===== src/rtl/hand_code_encoder_pkg.sv =====
// Shared hand-code definitions for the proximity front end and the gesture FSM.
// Package name is hand_pkg so downstream blocks can import the same constants.
package hand_pkg;

  // Debounce FSM states
  typedef enum logic {
    STABLE = 1'b0,
    SETTLE = 1'b1
  } hand_state_e;

  // Hand codes: bit0 = left present, bit1 = right present
  localparam logic [1:0] HAND_NONE  = 2'b00;
  localparam logic [1:0] HAND_LEFT  = 2'b01;
  localparam logic [1:0] HAND_RIGHT = 2'b10;
  localparam logic [1:0] HAND_BOTH  = 2'b11;

  // Turn synchronised pin levels into a presence code for the given polarity
  function automatic logic [1:0] hand_decode(input logic pin_l,
                                             input logic pin_r,
                                             input logic active_low);
    logic [1:0] code;
    if (active_low) begin
      code = {~pin_r, ~pin_l};
    end else begin
      code = {pin_r, pin_l};
    end
    return code;
  endfunction

endpackage


===== src/rtl/hand_code_encoder_sync_2ff.sv =====
// Two-flop synchroniser for one asynchronous input bit.
// RESET_VAL lets the caller park the chain at the pin's idle level so that
// reset release does not look like a transition.
module sync_2ff #(
  parameter bit RESET_VAL = 1'b0
) (
  input  logic clk,
  input  logic rst_n,
  input  logic d,
  output logic q
);

  logic meta_d, meta_q;
  logic sync_d, sync_q;

  // Next-state of the two-stage chain
  always_comb begin
    meta_d = d;
    sync_d = meta_q;
  end

  // Synchroniser flops, reset to the idle pin level
  always_ff @(posedge clk or negedge rst_n) begin
    if (!rst_n) begin
      meta_q <= RESET_VAL;
      sync_q <= RESET_VAL;
    end else begin
      meta_q <= meta_d;
      sync_q <= sync_d;
    end
  end

  assign q = sync_q;

endmodule


===== src/rtl/hand_code_encoder.sv =====
// Hand code encoder: synchronises the left/right proximity pins, debounces
// them as one 2-bit word and publishes the committed code with a change strobe.
// Optional feature macro: HAND_GLITCH_CNT_EN adds the 8-bit glitch_cnt port
// counting aborted settle windows (saturating, cleared only by rst_n).
module hand_code_encoder
  import hand_pkg::*;
#(
  parameter int unsigned DEBOUNCE_CYCLES   = 1_000_000,
  parameter bit          SENSOR_ACTIVE_LOW = 1'b1
) (
  input  logic       clk,
  input  logic       rst_n,
  input  logic       sens_l_raw,
  input  logic       sens_r_raw,
  output logic [1:0] hand,
  output logic       hand_chg,
  output logic       stable
`ifdef HAND_GLITCH_CNT_EN
  ,
  output logic [7:0] glitch_cnt
`endif
);

  localparam int unsigned      CNT_W    = $clog2(DEBOUNCE_CYCLES) + 1;
  localparam logic [CNT_W-1:0] CNT_LAST = CNT_W'(DEBOUNCE_CYCLES - 1);
  // Idle (hand absent) pin level: high for active-low sensors
  localparam bit               PIN_IDLE = SENSOR_ACTIVE_LOW;

  logic        sens_l_sync_s;
  logic        sens_r_sync_s;
  logic [1:0]  pres_s;

  hand_state_e      state_d, state_q;
  logic [1:0]       cand_d, cand_q;
  logic [CNT_W-1:0] cnt_d, cnt_q;
  logic [1:0]       hand_d, hand_q;
  logic             hand_chg_d, hand_chg_q;
  logic             stable_d, stable_q;

  sync_2ff #(.RESET_VAL(PIN_IDLE)) u_sync_l (
    .clk   (clk),
    .rst_n (rst_n),
    .d     (sens_l_raw),
    .q     (sens_l_sync_s)
  );

  sync_2ff #(.RESET_VAL(PIN_IDLE)) u_sync_r (
    .clk   (clk),
    .rst_n (rst_n),
    .d     (sens_r_raw),
    .q     (sens_r_sync_s)
  );

  assign pres_s = hand_decode(sens_l_sync_s, sens_r_sync_s, SENSOR_ACTIVE_LOW);

  // Debounce FSM next-state: a candidate must hold for a full window to commit
  always_comb begin
    state_d    = state_q;
    cand_d     = cand_q;
    cnt_d      = cnt_q;
    hand_d     = hand_q;
    hand_chg_d = 1'b0;
    case (state_q)
      STABLE: begin
        if (pres_s != hand_q) begin
          cand_d  = pres_s;
          cnt_d   = '0;
          state_d = SETTLE;
        end else begin
          state_d = STABLE;
        end
      end
      SETTLE: begin
        if (pres_s == hand_q) begin
          // Input fell back to the published code: drop the candidate
          state_d = STABLE;
        end else if (pres_s != cand_q) begin
          // A different code appeared: restart the window on it
          cand_d = pres_s;
          cnt_d  = '0;
        end else if (cnt_q == CNT_LAST) begin
          hand_d     = cand_q;
          hand_chg_d = 1'b1;
          state_d    = STABLE;
        end else begin
          cnt_d = cnt_q + CNT_W'(1);
        end
      end
      default: begin
        state_d = STABLE;
      end
    endcase
    stable_d = (state_d == STABLE);
  end

  // Debounce state and output registers
  always_ff @(posedge clk or negedge rst_n) begin
    if (!rst_n) begin
      state_q    <= STABLE;
      cand_q     <= HAND_NONE;
      cnt_q      <= '0;
      hand_q     <= HAND_NONE;
      hand_chg_q <= 1'b0;
      stable_q   <= 1'b1;
    end else begin
      state_q    <= state_d;
      cand_q     <= cand_d;
      cnt_q      <= cnt_d;
      hand_q     <= hand_d;
      hand_chg_q <= hand_chg_d;
      stable_q   <= stable_d;
    end
  end

  assign hand     = hand_q;
  assign hand_chg = hand_chg_q;
  assign stable   = stable_q;

`ifdef HAND_GLITCH_CNT_EN
  logic       abort_s;
  logic [7:0] glitch_d, glitch_q;

  // Count settle windows abandoned because the input returned to the published code
  always_comb begin
    abort_s = (state_q == SETTLE) && (pres_s == hand_q);
    if (abort_s && (glitch_q != 8'hFF)) begin
      glitch_d = glitch_q + 8'd1;
    end else begin
      glitch_d = glitch_q;
    end
  end

  // Glitch counter register, cleared only by reset
  always_ff @(posedge clk or negedge rst_n) begin
    if (!rst_n) begin
      glitch_q <= 8'd0;
    end else begin
      glitch_q <= glitch_d;
    end
  end

  assign glitch_cnt = glitch_q;
`endif

endmodule

===== config.mk =====
export PLATFORM = sky130hd
export DESIGN_NAME = hand_code_encoder
export DESIGN_NICKNAME = d
export VERILOG_FILES = /design/src/rtl/hand_code_encoder_pkg.sv /design/src/rtl/hand_code_encoder_sync_2ff.sv /design/src/rtl/hand_code_encoder.sv
export SDC_FILE = /design/constraint.sdc
export NUM_CORES = 1
export LEC_CHECK = 0
export BUFFER_PORTS_ARGS = -buffer_cell sky130_fd_sc_hd__buf_4
export CORE_MARGIN = 2
export CORE_UTILIZATION = 40
export DETAILED_ROUTE_END_ITERATION = 10
export GPL_ROUTABILITY_DRIVEN = 0
export GPL_TIMING_DRIVEN = 0
export PLACE_DENSITY_LB_ADDON = 0.3
export RECOVER_POWER = 100
export SYNTH_ARGS = -nofsm -noshare
export SYNTH_HDL_FRONTEND = slang
export SYNTH_HIERARCHICAL = 1
export SYNTH_SLANG_ARGS = --single-unit

===== constraint.sdc =====
create_clock -name clk -period 2.49 [get_ports clk]
set_input_delay 0.1245 -clock clk [delete_from_list [all_inputs] [get_ports clk]]
set_output_delay 0.1245 -clock clk [all_outputs]
set_load 0.005 [all_outputs]

==> results of run 1 <==
[worst paths after layout]
path	startpoint	end	slack [ps]	depth (start not counted)
worst max-delay path	cnt_q[8]	cnt_q[0]	280	7
worst min-delay path	u_sync_r/meta_q	u_sync_r/q	360	0
worst max register to register	cnt_q[8]	cnt_q[0]	280	7
worst min register to register	u_sync_r/meta_q	u_sync_r/q	360	0
min in group asynchronous	rst_n	cnt_q[13]	790	2
max in group asynchronous	rst_n	cnt_q[3]	760	2
[cell usage in the layout (no fill, tap or decap), types with 2 or more instances in the layout]
cell type,n
dlygate4sd3_1,3
nand2_1,15
and3_1,3
nand3_1,9
xnor2_1,2
xor2_1,2
a22o_1,3
or4_1,2
dfrtp_1,27
nor2_1,11
dfstp_2,4
clkbuf_8,5
a21oi_1,9
nor3_1,3
nor4_1,4
or3_1,2
mux2i_1,2
o211ai_1,3
clkbuf_1,8
inv_1,4
nand4_1,10
a21o_1,2
mux2_1,2
o31ai_1,4
clkbuf_4,5
o21ai_1,4
o21ai_0,14
a31oi_1,2
[kinds of logic (layout without fill, tap and decap cells)]
kind of cell	Yosys count	in the layout	synth area share
xor gates and xnor gates	4	4	0.0214
muxes	4	4	0.0260
AOI/OAI and AO/OA	47	47	0.181
buffers and inverters	11	29	0.0298
and+or+nand+nor	69	69	0.241
DFF	32	32	0.493
adders and majority gates	1	1	0.00764
[power breakdown]
group	switching (mW)	internal, mW
combinational	0.0586	0.0283
sequential	0.00905	0.534
clock	0.193	0.297
total	0.261	0.859
[cell type report]
type | count | area (um2) | share of cell area
Buffer | 6 | 30.0 | 0.0160
Clock buffer | 6 | 72.6 | 0.0388
Clock inverter | 2 | 35.0 | 0.0187
Inverter | 5 | 18.8 | 0.0100
Multi-Input combinational cell | 125 | 771 | 0.412
Sequential cell | 32 | 807 | 0.431
Tap cell | 50 | 62.6 | 0.0334
Timing Repair Buffer | 10 | 75.1 | 0.0401
[layer usage]
layer / vias to the layer above / routed length [um] / track usage
met5: - / 0 / 0
met4: 0 / 71 / 0.0900
met3: 7 / 145 / 0.0510
met2: 28 / 1700 / 0.296
met1: 667 / 1700 / 0.222
li1: 661 / - / -
[critical path, cell delays in order, from the launching register on]
cell and delay [ps]:
dfrtp_1 370, buf_6 130, or4_4 530, nor4_4 370
nand2_1 110, o21ai_0 400, inv_2 70, mux2i_1 140
[metrics by stage]
step / hold WS, ps / util / instances / setup WS [ps]
floorplan: -171 / - / 168 / 539
global placement: 74.7 / 0.441 / 225 / 386
detailed placement: 84.2 / 0.441 / 225 / 402
CTS: 309 / 0.476 / 236 / 381
global route: 361 / 0.471 / 236 / 90.0
finish: 358 / 0.471 / 236 / 276
==> run metrics, run 1 <==
status finished with violations; failing checks max-capacitance violations, max-slew violations; Post-DP Area about 1800 um2; Initial DRC Count between 100 and 150; Global Route Usage Sum 0.183; initial core utilization 0.412; most instantiated library cell after synthesis dfrtp_1; global route overflow 0; largest reg by FF count cnt_q; TritonCTS clock tree yes; synth top area cells dfrtp_1 41%, dfstp_2 8.0%, nand4_1 3.8%; worst slew pin tran about 1600 ps; hold buffer count at CTS 3; Fin. Hold Viols 0; Detailed Routing Iterations Pass 1 4; Filler cells between 300 and 400; Setup CP Type reg -> reg; post_cts resized 0; overall power 1.12 mW; Slew HR -0.0901; classification of the worst-slack hold path reg -> reg; Critical Path Sink Type flip-flop; clk_lat worst skew 290 ps; post-route design area 1870 um2; first-pass GRT wire length 6200 um; DR DRC count 0; initial antenna violation count 0; setup skew after layout 1.51 ps; average size of a mapped cell 9.75 um2; worst endpoint required time 2710 ps; Final period util 0.889; Most used DFF post-synth dfrtp_1; # diodes 0; Die Ht 68.0 um; RSZ-0062 raised after global routing false; Detailed Place HPWL 2520 um; max reg flops 21; H-tree Lvls 2; setup_tns 0 ps; pwr dens between 500 and 600 nW/um2; Via density 5.78; number of synthesized flops with an enable pin 0; vias in the first global route about 1,400; Final Critical Period 2210 ps; leak pwr around 0.77 nW; Post-synth ARST share 1.00; pin count of the biggest net entering global routing 33; leading area contributor after synthesis dfrtp_1; Mapped Nets 173; clock buffer depth 2; Core Rows 23; total number of vias 1,363; Pins Over Slew Limit 33; Worst Path Arrival 2430 ps; Seq/Total Area, Yosys 0.493; setup bufs post-CTS 0; flop and latch count out of synthesis 32; cell count after synthesis 168; Mapped Area 1640 um2; wire per inst 15.3 um; final setup vio count 0; total CTS buffers 5; post-synthesis cell type count 46; share of the synthesized area in the top cell type 0.413; Die Span X 68.0 um; fraction of final layout cells sized beyond drive strength 1 0.134; worst vdd ir 0.348 mV; post-route ant nets 0; DIE AREA roughly 4600 um2; fmax about 0.45 GHz; Sink Count 32; max_cap viols 1; # IOs 8; final wirelength 3620 um; Core Area 3970 um2; number of buffers added on ports 7; Post-synth top cells 27 x dfrtp_1, 15 x nand2_1, 10 x nand4_1, 10 x nor2_1, 10 x o21ai_1; element type at the critical path start flip-flop; Yosys warning total 6; CP Max Fanout 9; Root Driver clkbuf_8; clk slew on worst S/H paths 60 ps; nets 190; Layout area overhead 14.3%
(Power assumes the default switching activity.)
==> inputs of run 2 (changes only) <==
MAX_ROUTING_LAYER = met4   (was unset)
==> run metrics, run 2 (synthesis results as in run 1) <==
max_cap viols 1; H-tree Lvls 2; Core Area 3970 um2; post-route ant nets 0; crit-path cells buf_6, or4_4, nor4_4, nand2_1, o21ai_0, inv_2, mux2i_1; failing checks max-capacitance violations, max-slew violations; number of buffers added on ports 7; Layout area overhead 14.3%; CP max stage cell or4_4; Final period util 0.888; Worst Path Arrival 2430 ps; Root Driver clkbuf_8; vias in the first global route 1,376; Filler cells 382; Top Family by Delay on Critical Path simple AND/OR/NAND/NOR gates; DR DRC count 0; slack of the worst reg-to-reg path 280 ps; Worst path max stage delay between 500 and 600 ps; Die Ht 68.0 um; pin count of the biggest net entering global routing 33; Final Critical Period between 2000 and 2500 ps; element type at the critical path start flip-flop; setup skew after layout roughly 1.5 ps; largest reg by FF count cnt_q; Reg2Reg Depth 7; DIE AREA 4620 um2; Initial DRC Count approximately 140; most frequent cells in the layout 27 x dfrtp_1, 15 x nand2_1, 14 x o21ai_0; final wirelength 3590 um; Critical Path Sink Type flip-flop; CP Max Fanout 9; Die Span X between 60 and 70 um; # IOs 8; Buffers & Inverters on Critical Path 2; max reg flops 21; overall power 1.12 mW; worst vdd ir 0.348 mV; classification of the worst-slack hold path reg -> reg; status finished with violations; RSZ-0062 raised after global routing false; global route overflow 0; end-of-flow core utilization 0.471; WHS Endpoint u_sync_r/q; Final WS setup approximately 280 ps; # diodes 0; setup bufs post-CTS 0; initial core utilization 0.412; final setup vio count 0; Fin. Hold Viols 0; Setup CP Type reg -> reg; worst slack, placed 402 ps; Final Non-Filler Cells approximately 240; clock buffer depth 2; Core Rows 23; wire per inst ~15 um; Global Route Usage Sum 0.188; post_cts resized 0; commonest non-fill, non-tap cell in the layout dfrtp_1; Pins Over Slew Limit 33; RR Endpoint cnt_q[0]; TritonCTS clock tree yes; fmax 0.452 GHz; worst endpoint required time 2700 ps; setup_tns 0 ps; first-pass GRT wire length 6200 um; Via density ~5.8; Slew HR -0.0897; Detailed Routing Iterations Pass 1 4; worst hold path depth 0; initial antenna violation count 0; hold buffer count at CTS 3; Sink Count 32; clk_lat worst skew 290 ps; fraction of final layout cells sized beyond drive strength 1 0.134; total CTS buffers 5; Detailed Place HPWL between 2000 and 3000 um; clk slew on worst S/H paths 60 ps; worst slew pin tran 1630 ps; leak pwr about 0.77 nW; hold_sp u_sync_r/meta_q; total number of vias ~1,400; Cells after DPL ~230; reg-to-reg startpoint cnt_q[8]; nets 190; pwr dens approximately 600 nW/um2
==> run 2: how the worst max path moves through the flow <==
stage	startpoint	end	slack, ps	depth (start not counted)
finish	cnt_q[8]	cnt_q[0]	280	7
global route	cnt_q[0]	cnt_q[14]	90	6
CTS	cnt_q[8]	hand[0]	380	6
detailed placement	cnt_q[8]	hand[0]	400	6
global placement	cnt_q[8]	hand[0]	390	6
floorplan	cnt_q[8]	hand[0]	540	6
==> run 2: power by group <==
group | internal [mW] | switching, mW | total (mW)
Sequential | 0.534 | 0.00906 | 0.543
Combinational | 0.0283 | 0.0581 | 0.0863
Clock | 0.297 | 0.193 | 0.490
Total | 0.859 | 0.260 | 1.12
==> run 2: per-layer routing <==
layer	vias up	track usage	wire, um	share of wire
met5	-	-	0	0
met4	0	0.0900	73	0.020
met3	9	0.0510	135	0.038
met2	25	0.296	1690	0.47
met1	663	0.223	1680	0.47
li1	662	-	-	-
==> run 2: layout make-up <==
type                            instances  area [um2]  share of cell area
Multi-Input combinational cell        125         771               0.412
Clock buffer                            6        72.6              0.0388
Tap cell                               50        62.6              0.0334
Timing Repair Buffer                   10        75.1              0.0401
Sequential cell                        32         807               0.431
Buffer                                  6        30.0              0.0160
Clock inverter                          2        35.0              0.0187
Inverter                                5        18.8              0.0100
==> run 2: through the flow <==
step           hold WS [ps]  instance area, um2
2_1_floorplan          -171                1640
3_3_place_gp           74.7                1750
3_5_place_dp           84.2                1750
4_1_cts                 309                1890
5_1_grt                 361                1870
6_report                358                1870
==> inputs of run 3 (changes only) <==
CORE_MARGIN = unset   (was 2)
==> run metrics, run 3 (synthesis results as in run 1) <==
status finished with violations; failing checks max-capacitance violations, max-slew violations; Root Driver clkbuf_8; Core Area roughly 3800 um2; TritonCTS clock tree yes; CP Max Fanout 9; initial antenna violation count 0; final wirelength about 3800 um; Core Rows 22; H-tree Lvls 2; # diodes 0; initial core utilization 0.431; setup skew after layout 9.61 ps; Filler cells approximately 360; Slew HR -0.125; max_cap viols 1; Fin. Hold Viols 0; fraction of final layout cells sized beyond drive strength 1 0.145; first-pass GRT wire length 6580 um; total CTS buffers 5; worst slew pin tran 1690 ps; Sink Count 32; Detailed Routing Iterations Pass 1 5; final setup vio count 0; number of buffers added on ports 7; vias in the first global route approximately 1,400; DIE AREA 4350 um2; setup bufs post-CTS 0; max reg flops 21; most frequent cells in the layout 27 x dfrtp_1, 15 x nand2_1, 12 x o21ai_0; pwr dens ~600 nW/um2; Pins Over Slew Limit 33; Die Span X 66.0 um; WHS 357 ps; Via density just under 6; clock buffer depth 2; Global Route Usage Sum 0.212; Detailed Place HPWL 2560 um; commonest non-fill, non-tap cell in the layout dfrtp_1; worst endpoint required time 2670 ps; leak pwr approximately 0.77 nW; setup_tns 0 ps; worst vdd ir 0.429 mV; clk slew on worst S/H paths roughly 70 ps; wire per inst ~16 um; clk_lat worst skew 300 ps; classification of the worst-slack hold path reg -> reg; global route overflow 0; Final Critical Period 2200 ps; post_cts resized 0; Worst Path Arrival between 2000 and 2500 ps; # IOs 8; Final period util 0.883; total number of vias approximately 1,400; overall power 1.14 mW; Layout area overhead 14.9%; largest reg by FF count cnt_q; fmax 0.455 GHz; nets 190; pin count of the biggest net entering global routing 33; RSZ-0062 raised after global routing false; Setup CP Type reg -> reg; Die Ht roughly 66 um; Initial DRC Count 126; post-route ant nets 0; DR DRC count 0; Critical Path Sink Type flip-flop; element type at the critical path start flip-flop
-- run 3: cell count changes in the layout (fill, tap and decap cells not counted), sizes merged --
cell	delta
clkbuf	-1
clkinvlp	+1
-- run 3: metrics by stage --
step,worst slack [ps],util,instances,area [um2]
finish,291,0.495,234,1880
global route,149,0.495,234,1880
CTS,364,0.498,234,1890
detailed placement,394,0.461,223,1750
global placement,409,0.461,223,1750
floorplan,539,-,168,1640
-- run 3: final cells by class --
cell class	count	area, um2	area share
sequential	32	807	0.429
timing repair buffer	10	78.8	0.0419
buffer	6	30.0	0.0160
multi-input combinational	125	776	0.412
tap	48	60.1	0.0319
clock inverter	3	42.5	0.0226
clock buffer	5	68.8	0.0366
inverter	5	18.8	0.00997
-- run 3: path summary, 6_finish.rpt --
path	start	to	slack, ps	depth (start not counted)
max in group asynchronous	rst_n	cnt_q[7]	710	2
setup reg to reg	cnt_q[8]	hand[0]	290	6
hold reg to reg	u_sync_l/meta_q	u_sync_l/q	360	0
hold / removal	u_sync_l/meta_q	u_sync_l/q	360	0
min in group asynchronous	rst_n	cnt_q[17]	800	2
setup / recovery	cnt_q[8]	hand[0]	290	6
-- run 3: layer usage --
layer	vias to the layer above	GRT usage	wire, um
met1	670	0.268	1690
met4	0	0.122	69
met3	9	0.0534	206
met2	44	0.305	1790
li1	662	-	-
met5	-	-	0
-- run 3: what timing repair did --
action                                  4_1_cts  5_1_grt
endpoints found under the setup margin        0        0
hold buffers                                  3        0
endpoints found under the hold margin        29        0
-- run 3: power by group --
| part | total, mW | switching (mW) | leakage (nW) | internal, mW |
|---|---|---|---|---|
| clock | 0.505 | 0.209 | 0.0541 | 0.296 |
| sequential | 0.543 | 0.00918 | 0.420 | 0.533 |
| combinational | 0.0896 | 0.0605 | 0.299 | 0.0292 |
| total | 1.14 | 0.278 | 0.773 | 0.858 |
-- run 3: worst max-delay path: stages, from the launching register on --
cell and delay, ps:
dfrtp_1 370, buf_6 130, or4_1 570, nor4_1 320
nand2_1 100, nor2_1 240, mux2_1 350
